[src/rtl/pixel_stream_processor.sv]
// Streaming point-operation pixel processor: two-stage valid/ready pipeline with
// raster tracking (eol/eof/frame_done) and a per-frame configuration shadow.
module pixel_stream_processor #(
    parameter int unsigned CH_WIDTH     = 8,
    parameter int unsigned NUM_CH       = 3,
    parameter int unsigned IMAGE_WIDTH  = 512,
    parameter int unsigned IMAGE_HEIGHT = 512
) (
    input  logic                       clk,
    input  logic                       rst,
    input  logic [2:0]                 cfg_op,
    input  logic [CH_WIDTH-1:0]        cfg_threshold,
    input  logic [CH_WIDTH-1:0]        cfg_brightness,
    input  logic                       s_valid,
    output logic                       s_ready,
    input  logic [NUM_CH*CH_WIDTH-1:0] s_data,
    output logic                       m_valid,
    input  logic                       m_ready,
    output logic [NUM_CH*CH_WIDTH-1:0] m_data,
    output logic                       m_eol,
    output logic                       m_eof,
    output logic                       frame_done,
    output logic                       busy
);
    localparam int unsigned DW = NUM_CH * CH_WIDTH;
    localparam int unsigned GW = CH_WIDTH + 8;
    localparam int unsigned XW = (IMAGE_WIDTH > 1) ? $clog2(IMAGE_WIDTH) : 1;
    localparam int unsigned YW = (IMAGE_HEIGHT > 1) ? $clog2(IMAGE_HEIGHT) : 1;
    localparam logic [XW-1:0] X_LAST = XW'(IMAGE_WIDTH - 1);
    localparam logic [YW-1:0] Y_LAST = YW'(IMAGE_HEIGHT - 1);
    localparam logic [CH_WIDTH-1:0] MAX = '1;

    localparam logic [1:0] ST_IDLE  = 2'd0;
    localparam logic [1:0] ST_RUN   = 2'd1;
    localparam logic [1:0] ST_DRAIN = 2'd2;

    logic [1:0]          state;
    logic [XW-1:0]       x;
    logic [YW-1:0]       y;
    logic [2:0]          op_q;
    logic [CH_WIDTH-1:0] thr_q;
    logic [CH_WIDTH-1:0] bri_q;
    logic                s1_valid;
    logic                s1_eol;
    logic                s1_eof;
    logic [DW-1:0]       s1_data;

    logic                advance;
    logic                in_beat;
    logic                out_beat;
    logic                first_px;
    logic                last_x;
    logic                last_px;
    logic [2:0]          op_eff;
    logic [CH_WIDTH-1:0] thr_eff;
    logic [CH_WIDTH-1:0] bri_eff;
    logic [CH_WIDTH-1:0] gray;
    logic [CH_WIDTH-1:0] ch;
    logic [CH_WIDTH+1:0] bsum;
    logic [DW-1:0]       result;

    assign advance  = !m_valid || m_ready;
    assign s_ready  = (state != ST_DRAIN) && (!s1_valid || advance);
    assign in_beat  = s_valid && s_ready;
    assign out_beat = m_valid && m_ready;
    assign busy     = (state != ST_IDLE);
    assign first_px = (x == '0) && (y == '0);
    assign last_x   = (x == X_LAST);
    assign last_px  = last_x && (y == Y_LAST);

    // Pixel (0,0) uses the live config; the shadow carries it through the rest of the frame.
    assign op_eff  = first_px ? cfg_op : op_q;
    assign thr_eff = first_px ? cfg_threshold : thr_q;
    assign bri_eff = first_px ? cfg_brightness : bri_q;

    generate
        if (NUM_CH == 3) begin : g_gray
            logic [GW-1:0] gsum;
            assign gsum = GW'(77) * GW'(s_data[DW-1 -: CH_WIDTH])
                        + GW'(150) * GW'(s_data[2*CH_WIDTH-1 -: CH_WIDTH])
                        + GW'(29) * GW'(s_data[CH_WIDTH-1:0]);
            assign gray = gsum[GW-1:8];
        end else begin : g_no_gray
            assign gray = '0;
        end
    endgenerate

    always_comb begin
        result = s_data;
        ch     = '0;
        bsum   = '0;
        for (int i = 0; i < NUM_CH; i++) begin
            ch   = s_data[i*CH_WIDTH +: CH_WIDTH];
            bsum = {2'b00, ch} + {{2{bri_eff[CH_WIDTH-1]}}, bri_eff};
            case (op_eff)
                3'd0: result[i*CH_WIDTH +: CH_WIDTH] = MAX - ch;
                3'd1: result[i*CH_WIDTH +: CH_WIDTH] = (ch > thr_eff) ? MAX : '0;
                3'd2: result[i*CH_WIDTH +: CH_WIDTH] =
                          bsum[CH_WIDTH+1] ? '0 : (bsum[CH_WIDTH] ? MAX : bsum[CH_WIDTH-1:0]);
                3'd3: result[i*CH_WIDTH +: CH_WIDTH] = (NUM_CH == 3) ? gray : ch;
                default: result[i*CH_WIDTH +: CH_WIDTH] = ch;
            endcase
        end
    end

    always_ff @(posedge clk) begin
        if (rst) begin
            state      <= ST_IDLE;
            x          <= '0;
            y          <= '0;
            s1_valid   <= 1'b0;
            s1_data    <= '0;
            s1_eol     <= 1'b0;
            s1_eof     <= 1'b0;
            m_valid    <= 1'b0;
            m_data     <= '0;
            m_eol      <= 1'b0;
            m_eof      <= 1'b0;
            frame_done <= 1'b0;
        end else begin
            frame_done <= out_beat && m_eof;

            if (in_beat) begin
                s1_valid <= 1'b1;
                s1_data  <= result;
                s1_eol   <= last_x;
                s1_eof   <= last_px;
                x        <= last_x ? '0 : x + 1'b1;
                if (last_x) begin
                    y <= (y == Y_LAST) ? '0 : y + 1'b1;
                end
                if (first_px) begin
                    op_q  <= cfg_op;
                    thr_q <= cfg_threshold;
                    bri_q <= cfg_brightness;
                end
            end else if (advance) begin
                s1_valid <= 1'b0;
            end

            if (advance) begin
                m_valid <= s1_valid;
                m_data  <= s1_data;
                m_eol   <= s1_eol;
                m_eof   <= s1_eof;
            end

            case (state)
                ST_IDLE:  if (in_beat) state <= last_px ? ST_DRAIN : ST_RUN;
                ST_RUN:   if (in_beat && last_px) state <= ST_DRAIN;
                ST_DRAIN: if (out_beat && m_eof) state <= ST_IDLE;
                default:  state <= ST_IDLE;
            endcase
        end
    end
endmodule

[config.mk]
export PLATFORM = sky130hd
export DESIGN_NAME = pixel_stream_processor
export DESIGN_NICKNAME = d
export VERILOG_FILES = /design/src/rtl/pixel_stream_processor.sv
export SDC_FILE = /design/constraint.sdc
export NUM_CORES = 1
export LEC_CHECK = 0
export ABC_AREA = 1
export CAP_MARGIN = 20
export CORE_MARGIN = 2
export CORE_UTILIZATION = 60
export DETAILED_ROUTE_END_ITERATION = 7
export DONT_BUFFER_PORTS = 1
export GPL_ROUTABILITY_DRIVEN = 0
export GPL_TIMING_DRIVEN = 0
export PLACE_DENSITY = 0.86
export SYNTH_ARGS = -nofsm -noshare
export SYNTH_HDL_FRONTEND = slang
export SYNTH_SLANG_ARGS = --single-unit
[constraint.sdc]
create_clock -name clk -period 5.35 [get_ports clk]
set_clock_uncertainty 0.15 [all_clocks]
set_input_delay 0 -clock clk [delete_from_list [all_inputs] [get_ports clk]]
set_output_delay 0 -clock clk [all_outputs]
set_load 0.005 [all_outputs]
# Word-level counts from Yosys, hierarchy flattened
# Index checks and enable logic that the tools add are counted.
# op_classes
addsub,10
n_mul,3
order_cmp,3
n_eq_ne,11
n_mux,24
bitwise_logic,1
reduce_logical,20
# op_table
operator,n
case mux 8 bit (4 select lines),3
2-to-1 mux 8 bit,11
adder 9 x 8 -> 10 bit,3
multiplier 7 x 8 -> 15 bit (first input constant),2
greater-than comparator 8 bit,3
subtractor 8 bit (first input constant),3
adder 9 x 1 -> 9 bit (second input constant),2
== test 9 bit (second input constant),2
logical NOT 9 bit,2
2-to-1 mux 9 bit,2
adder 15 x 16 -> 16 bit,1
adder 16 x 13 -> 16 bit,1
multiplier 5 x 8 -> 13 bit (first input constant),1
2-to-1 mux 2 bit,4
!= test 2 bit (second input constant),4
logical AND 1 bit,7
== test 3 x 2 -> 1 bit (second input constant),2
case mux 2 bit (3 select lines),1
AND reduction 2 bit,2
nonzero test 2 bit,2
== test 3 x 1 -> 1 bit (second input constant),1
logical NOT 3 bit,1
2-to-1 mux 3 bit,1
AND reduction 3 bit,1
7 further kinds,10
# word_totals
reg_bits,94
input_bits,47
output_inout_bits,30

# Longest topological paths before layout
# Gate-level depths: netlist of the first run.
# depth
ltp_word,8
depth_mapped,30

# Least setup slack after synthesis of the first run
# OpenSTA, ideal clock, no wires.
# synth_timing
path_type,input to register
startpoint,in s_data[12]
endpoint,reg s1_data[7]
setup_time_ps,143
arrival_time_ps,5345
required_time_ps,5057
path_slack_ps,-289
cell_stages,28
cell_sequence,ha_1 ha_1 inv_1 fa_1 fa_1 inv_1 ha_1 nand2_1 nand2_1 a31oi_1 xnor2_1 ha_1 fa_1 inv_1 fa_1 fa_1 inv_1 ha_1 nand2_1 nor2_1 and2_1 nand2_1 nand2_1 nand3_1 nand3_1 nand3_1 nand2_1 a21oi_2
# synth_between
elab_chain_len,4
# synth_lines
item,line,rtl
"start, declared",16,"input logic [NUM_CH*CH_WIDTH-1:0] s_data,"
multiplier 7 x 8 -> 15 bit,80,+ GW'(150) * GW'(s_data[2*CH_WIDTH-1 -: CH_WIDTH])
adder 15 x 16 -> 16 bit,80,
adder 16 x 13 -> 16 bit,81,+ GW'(29) * GW'(s_data[CH_WIDTH-1:0]);
case mux 8 bit (4 select lines),95,case (op_eff)
"end signal, assigned",125,s1_data <= result;
"end, declared",46,logic [DW-1:0] s1_data;
# No other way between the ends.
# A chain may end at the register's enable or synchronous reset.

# Worst setup path after layout of the first run
# layout_timing
startpoint,in s_data[14]
endpoint,reg s1_data[20]
# The elaborated chain is that of the path after synthesis.

==> results of run 1 <==
==> cell usage after synthesis, types with 3 or more instances <==
cell	number
sky130_fd_sc_hd__a21boi_0	3
sky130_fd_sc_hd__a21oi_1	74
sky130_fd_sc_hd__a21oi_2	20
sky130_fd_sc_hd__buf_6	3
sky130_fd_sc_hd__clkbuf_1	20
sky130_fd_sc_hd__dfxtp_1	75
sky130_fd_sc_hd__edfxtp_1	19
sky130_fd_sc_hd__fa_1	58
sky130_fd_sc_hd__ha_1	141
sky130_fd_sc_hd__inv_1	194
sky130_fd_sc_hd__nand2_1	307
sky130_fd_sc_hd__nand2_2	7
sky130_fd_sc_hd__nand2_4	3
sky130_fd_sc_hd__nand3_1	115
sky130_fd_sc_hd__nand3b_1	7
sky130_fd_sc_hd__nand4_1	10
sky130_fd_sc_hd__nor2_1	173
sky130_fd_sc_hd__nor2_2	23
sky130_fd_sc_hd__nor2_4	6
sky130_fd_sc_hd__nor3_1	12
sky130_fd_sc_hd__o21a_1	5
sky130_fd_sc_hd__o21ai_0	39
sky130_fd_sc_hd__o21bai_1	7
sky130_fd_sc_hd__o21bai_2	3
sky130_fd_sc_hd__xnor2_1	11
sky130_fd_sc_hd__xor2_1	13
==> routing by layer <==
metal  GRT usage (%)  up-vias  part of all wire [%]
met5               0        -                     0
met4            16.8        0                   6.7
met3            6.86      173                   9.3
met2            53.5      518                    47
met1            38.6     4592                    37
li1                -     4535                     -
==> cell type report <==
type                       instances  area (sq um)  area share [%]
timing repair buffer              52           502            4.33
multi-input combinational       1055          7550            65.2
buffer                            25           118            1.02
clock buffer                       9           225            1.94
tap                              220           275            2.38
inverter                         197           739            6.39
clock inverter                     7          96.3           0.832
sequential                        94          2070            17.9
==> state kept, by name, indices dropped and copies added (netlist names) <==
signal / flops
state: 2
y: 9
m_eof: 1
x: 9
m_eol: 1
s1_eof: 1
frame_done: 1
op_q: 3
s1_valid: 1
m_valid: 1
thr_q: 8
s1_data: 24
s1_eol: 1
bri_q: 8
m_data: 24
==> worst max path at each step <==
stage                           from  slack [ns]     endpoint  depth (start not counted)
after CTS                 s_data[12]       0.003  s1_data[23]                         26
after global placement    s_data[10]       -0.38   s1_data[8]                         23
after global routing      s_data[14]       -0.38  s1_data[10]                         26
final                     s_data[14]       -0.19  s1_data[20]                         27
after floorplan           s_data[12]        0.01  s1_data[15]                         26
after detailed placement  s_data[11]       -0.46   s1_data[7]                         27
==> stage by stage <==
step                TNS, ns  util (%)
global route          -6.02      70.8
detailed placement    -9.33      63.0
global placement      -7.27      63.0
finish                -1.76      70.8
floorplan                 0         -
CTS                       0      68.1
==> what timing repair did <==
item | 4_1_cts | 5_1_grt
hold endpoints to repair | 45 | 0
setup endpoints to repair | 13 | 24
pin swaps | 11 | 53
buffers inserted | 1 | 8
resized for setup | 16 | 89
hold buffers | 43 | 0
==> worst max-delay path, delay by kind of cell <==
| kind | cells | cell delay, ns |
|---|---|---|
| buf+inv | 4 | 0.18 |
| simple gates | 9 | 1.02 |
| xor+xnor | 1 | 0.12 |
| compound gates | 3 | 0.54 |
| fa+ha+maj | 10 | 3.78 |
==> cell families (layout without fill, tap and decap cells) <==
logic type                 Yosys count  after routing  synth area share, %
AOI/OAI and AO/OA                  158            158                 9.44
buffers and inverters              222            290                 8.63
adders and majority gates          199            199                 29.5
xor gates and xnor gates            24             24                 2.12
DFF                                 94             94                 20.9
and+or+nand+nor                    674            674                 29.5
==> summary.txt, run 1 <==
post-route minimum period: 5.54 ns
count of input and output buffers: 0
failing checks: negative setup slack
DIE HEIGHT: 133 microns
worst slack at placement: -0.461 ns
wire length per cell after detailed routing: 17.9 microns
maximum clock frequency: 181 MHz
wire length after detailed routing: 29800 microns
Residual DRC: 0
1st-pass router iterations: 5
vias in the first global route: 9276
fin area: 11600 sq um
most frequent standard cell in the layout excluding fill and tap cells: sky130_fd_sc_hd__nand2_1
synthesized flop and latch total: 94
number of endpoints with negative hold slack in the final report: 0
Reg2Reg Launch Point: x[0]
Avg Vias per Cell: 5.92
number of setup violations in the final report: 20
setup repair after global routing missed its margin: true
GRT Resource Usage Total: 31.9%
remaining number of nets flagged by the antenna check after routing: 0
final worst-path setup slack: -0.189 ns
Worst Hold Depth: 3
Hold Crit Endpoint: x[1]
H-tree depth: 3
part of the cycle the worst path needs: 104%
Worst Setup Path Type: input port to register
critical register-to-register path endpoint: s1_data[8]
antenna diode count: 0
layout cell share with drive strength beyond 1: 13.7%
Post-Synthesis Net Count: 1617
peak per-stage delay on the critical path: 0.56 ns
core area: 16300 sq um
fraction of registers with async set/reset: 0%
DP HPWL: 20600 microns
Min Hold Slack: 0.0366 ns
max-cap violation count: 0
warnings from Yosys: 0
root buffer cell: sky130_fd_sc_hd__clkbuf_16
critical-path cell with the highest stage delay: sky130_fd_sc_hd__fa_1
global-route wire length before repair: 44700 microns
start point of the worst min-delay path: s_valid
largest area contributor in the netlist: sky130_fd_sc_hd__ha_1
Net count, final: 1680
Top Ports: 77
worst endpoint required time: 5.48 ns
maximum number of pins on one net before global-route repair: 21
overall overflow remaining after global route: 0
antenna violations before repair: 0
arrival time of the worst setup path: 5.67 ns
commonest cells after routing, fill and taps aside: 278 x sky130_fd_sc_hd__nand2_1, 189 x sky130_fd_sc_hd__inv_1, 168 x sky130_fd_sc_hd__nor2_1
fraction of the yosys area taken by sequential cells: 20.9%
Via Count: 9818
r2r worst-path depth: 24
number of different library cells in the post-synthesis netlist: 41
number of non-filler instances in the completed layout: 1659
instance area after placement: 10300 sq um
proportion of netlist area held by the largest area contributor: 17.8%
width of the die: 133 microns
clock-pin transition on the worst setup and hold timing paths: 0.06 ns
hold crit path type: input port to register
Layout area overhead: 16.6%
actual slew at the worst max-slew pin: 1.01 ns
die area: 17600 sq um
CTS buffer count: 9
main area contributors after synthesis: sky130_fd_sc_hd__ha_1 18%, sky130_fd_sc_hd__dfxtp_1 15%, sky130_fd_sc_hd__fa_1 12%
clock sinks: 94
Skew-Pair Late Insertion Delay: 0.35 ns
number of pins exceeding their max-slew limit in the final report: 0
starting DRC count in detailed routing: 945
dpl cells: 1591
ys flop type: sky130_fd_sc_hd__dfxtp_1
maximum fanout along the worst path: 6
Worst R2R Setup Slack: 0.83 ns
TritonCTS clock tree: done
number of instances in the synthesized netlist: 1371
starting density of the core: 60.7%
element type at the critical path end: register
mapped cell area: 9930 sq um
result of the run: complete, but fails checks
count of flip-flops with a built-in enable after synthesis: 19
number of fillers in the final layout: 1206
Post-Syn Area per Cell: 7.24 sq um
Rows: 47
maximum root-to-sink buffer count: 2
max-slew headroom at the worst pin: 32.7%
startpoint types: input port
Power of run 1 is not shown: default switching activity piles up to over one toggle a cycle in this logic, so the estimate is an artifact.
==> run 2, diff against run 1 <==
--- a/config.mk
+++ b/config.mk
@@ -6,14 +6,15 @@
 export NUM_CORES = 1
 export LEC_CHECK = 0
 export ABC_AREA = 1
+export ABC_CLOCK_PERIOD_IN_PS = 5350
+export BUFFER_PORTS_ARGS = -buffer_cell sky130_fd_sc_hd__buf_4
 export CAP_MARGIN = 20
 export CORE_MARGIN = 2
-export CORE_UTILIZATION = 60
+export CORE_UTILIZATION = 56
 export DETAILED_ROUTE_END_ITERATION = 7
-export DONT_BUFFER_PORTS = 1
 export GPL_ROUTABILITY_DRIVEN = 0
 export GPL_TIMING_DRIVEN = 0
-export PLACE_DENSITY = 0.86
+export PLACE_DENSITY = 0.85
 export SYNTH_ARGS = -nofsm -noshare
 export SYNTH_HDL_FRONTEND = slang
 export SYNTH_SLANG_ARGS = --single-unit
==> run 2 against run 1 <==
First-iteration DRC count fell by 4.4%; hold slack worse by 0.022 ns; die area increased by 6.9%; global-route usage is 0.62 points lower; design area grew 3.5%; worst setup slack better by 0.0049 ns; the flow still finishes with violations (negative setup slack); fmax about the same; critical endpoint is now s1_data[8]; register-to-register slack barely moved; critical path type unchanged; wire length decreased by 2.7%; sequential share of layout area shrank 0.60 points; flip-flop and latch count unchanged; utilization fell by 1.6 points.
==> summary.txt, run 2 (synthesis gave the netlist of run 1 again) <==
result of the run: complete, but fails checks
failing checks: negative setup slack
commonest cells after routing, fill and taps aside: 278 x sky130_fd_sc_hd__nand2_1, 187 x sky130_fd_sc_hd__inv_1, 168 x sky130_fd_sc_hd__nor2_1
Avg Vias per Cell: 5.69 (-3.9%)
max-slew headroom at the worst pin: 35.7% (+3.0 points)
Residual DRC: 0 (unchanged)
worst path bufs/invs: 4 (unchanged)
list of cells traversed by the critical path: buf_4, ha_1, ha_1, fa_1, ha_4, a21oi_2, nand2_2, xnor2_2, fa_1, inv_1, ha_1, inv_1, fa_1, fa_1, inv_1, ha_2, a21oi_2, o21ai_1, a21o_1, or2_2, nand3_1, nand3_1, nand2_1, a21oi_2
starting density of the core: 57.4% (-3.3 points)
root buffer cell: sky130_fd_sc_hd__clkbuf_16
starting DRC count in detailed routing: 903 (-4.4%)
biggest regs: m_data (24), s1_data (24)
number of setup violations in the final report: 24 (+20%)
setup repair after global routing missed its margin: true
die area: 18800 sq um (+6.9%)
critical-path cell with the highest stage delay: sky130_fd_sc_hd__fa_1
DIE HEIGHT: 137 microns (+3.4%)
max-cap violation count: 0 (unchanged)
r2r worst-path depth: 24 (unchanged)
remaining number of nets flagged by the antenna check after routing: 0 (unchanged)
core area: 17300 sq um (+5.8%)
maximum clock frequency: 181 MHz (about the same)
H-tree depth: 3 (unchanged)
utilization of the core after routing: 69.3% (-1.6 points)
Top Ports: 77 (unchanged)
flip-flop and latch area: 2070 sq um (unchanged)
Net count, final: 1734 (+3.2%)
wire length per cell after detailed routing: 16.9 microns (-6.1%)
count of input and output buffers: 75 (+75)
Worst Hold Depth: 5 (+2)
part of the cycle the worst path needs: 103% (about the same)
clock-pin transition on the worst setup and hold timing paths: 0.07 ns (about the same)
wire length after detailed routing: 29000 microns (-2.7%)
multi-input combinational cell area: 7570 sq um (+0.30%)
CTS buffer count: 9 (unchanged)
peak per-stage delay on the critical path: 0.57 ns (about the same)
path length in cells of the critical path: 24 (-11%)
Skew-Pair Late Insertion Delay: 0.36 ns (about the same)
actual slew at the worst max-slew pin: 0.964 ns (-0.0444 ns)
number of non-filler instances in the completed layout: 1718 (+3.6%)
post-route minimum period: 5.53 ns (-0.00494 ns)
cell type with the highest occurrence count on the critical path: sky130_fd_sc_hd__fa_1
number of pins exceeding their max-slew limit in the final report: 0 (unchanged)
global-route wire length before repair: 46000 microns (+3.0%)
maximum fanout along the worst path: 8 (+2)
clock sinks: 94 (unchanged)
GRT Resource Usage Total: 31.3% (-0.62 points)
antenna diode count: 0 (unchanged)
hold crit path type: input port to register
final worst-path setup slack: -0.184 ns (+0.00494 ns)
kind of cell adding the most delay to the critical path: adder cells
maximum number of pins on one net before global-route repair: 21 (unchanged)
dpl cells: 1671 (+5.0%)
layout cell share with drive strength beyond 1: 18.4% (+4.7 points)
TritonCTS clock tree: done
DP HPWL: 20900 microns (+1.3%)
Layout area overhead: 20.7%
Rows: 48 (+2.1%)
Via Count: 9775 (-0.44%)
1st-pass router iterations: 7 (+2)
Worst Setup Path Type: input port to register
antenna violations before repair: 0 (unchanged)
worst endpoint required time: 5.42 ns (-0.06 ns)
element type at the critical path end: register
maximum root-to-sink buffer count: 2 (unchanged)
number of endpoints with negative hold slack in the final report: 0 (unchanged)
most frequent standard cell in the layout excluding fill and tap cells: sky130_fd_sc_hd__nand2_1
number of fillers in the final layout: 1365 (+13%)
arrival time of the worst setup path: 5.60 ns (-0.07 ns)
vias in the first global route: 9528 (+2.7%)
overall overflow remaining after global route: 0 (unchanged)
width of the die: 137 microns (+3.4%)
startpoint types: input port
==> run 2: final timing paths <==
| check | startpoint | end | slack, ns |
|---|---|---|---|
| hold reg to reg | s1_data[15] | s1_data[15] | 0.32 |
| setup / recovery | s_data[10] | s1_data[8] | -0.18 |
| setup reg to reg | x[0] | s1_data[8] | 0.82 |
| hold / removal | s_data[2] | s1_data[2] | 0.01 |
==> run 2: per-layer routing <==
layer / up-vias / share of wire [%] / track usage (%)
li1: 4654 / - / -
met1: 4475 / 40 / 40.4
met2: 509 / 46 / 50.9
met3: 137 / 9.6 / 5.04
met4: 0 / 5.0 / 15.3
met5: - / 0 / 0
==> run 2: cell type report <==
type                    count  share of cell area [%]
clock buffers               9                    1.88
repair buffers            106                    7.45
plain buffers              25                   0.982
inverters                 197                    6.19
clock inverters             7                   0.637
flip-flops and latches     94                    17.3
well taps                 225                    2.35
multi-input cells        1055                    63.2
==> run 2: through the flow <==
stage	worst slack, ns	TNS (ns)	hold slack (ns)	area [sq um]
floorplan	0.0122	0	0.0104	10000
global placement	-0.606	-13.00	0.160	10900
detailed placement	-0.669	-14.83	0.162	10900
CTS	-0.0924	-0.924	0.00253	11900
global route	-0.337	-6.03	0.0379	12000
finish	-0.184	-2.44	0.0147	12000
==> run 2: timing repair <==
action / CTS / global route
hold buffers: 19 / 0
pin swaps: 52 / 27
gates resized for setup: 92 / 24
setup endpoints to repair: 24 / 24
setup buffers: 10 / 2
hold endpoints to repair: 22 / 0
==> run 2: tightest hold or removal path, delay by kind of cell <==
kind / cells / cell delay [ns]
AND/OR/NAND/NOR: 3 / 0.22
AO/OA/AOI/OAI: 1 / 0.06
buffers and inverters: 1 / 0.17
Power of run 2 is left out for the same reason.
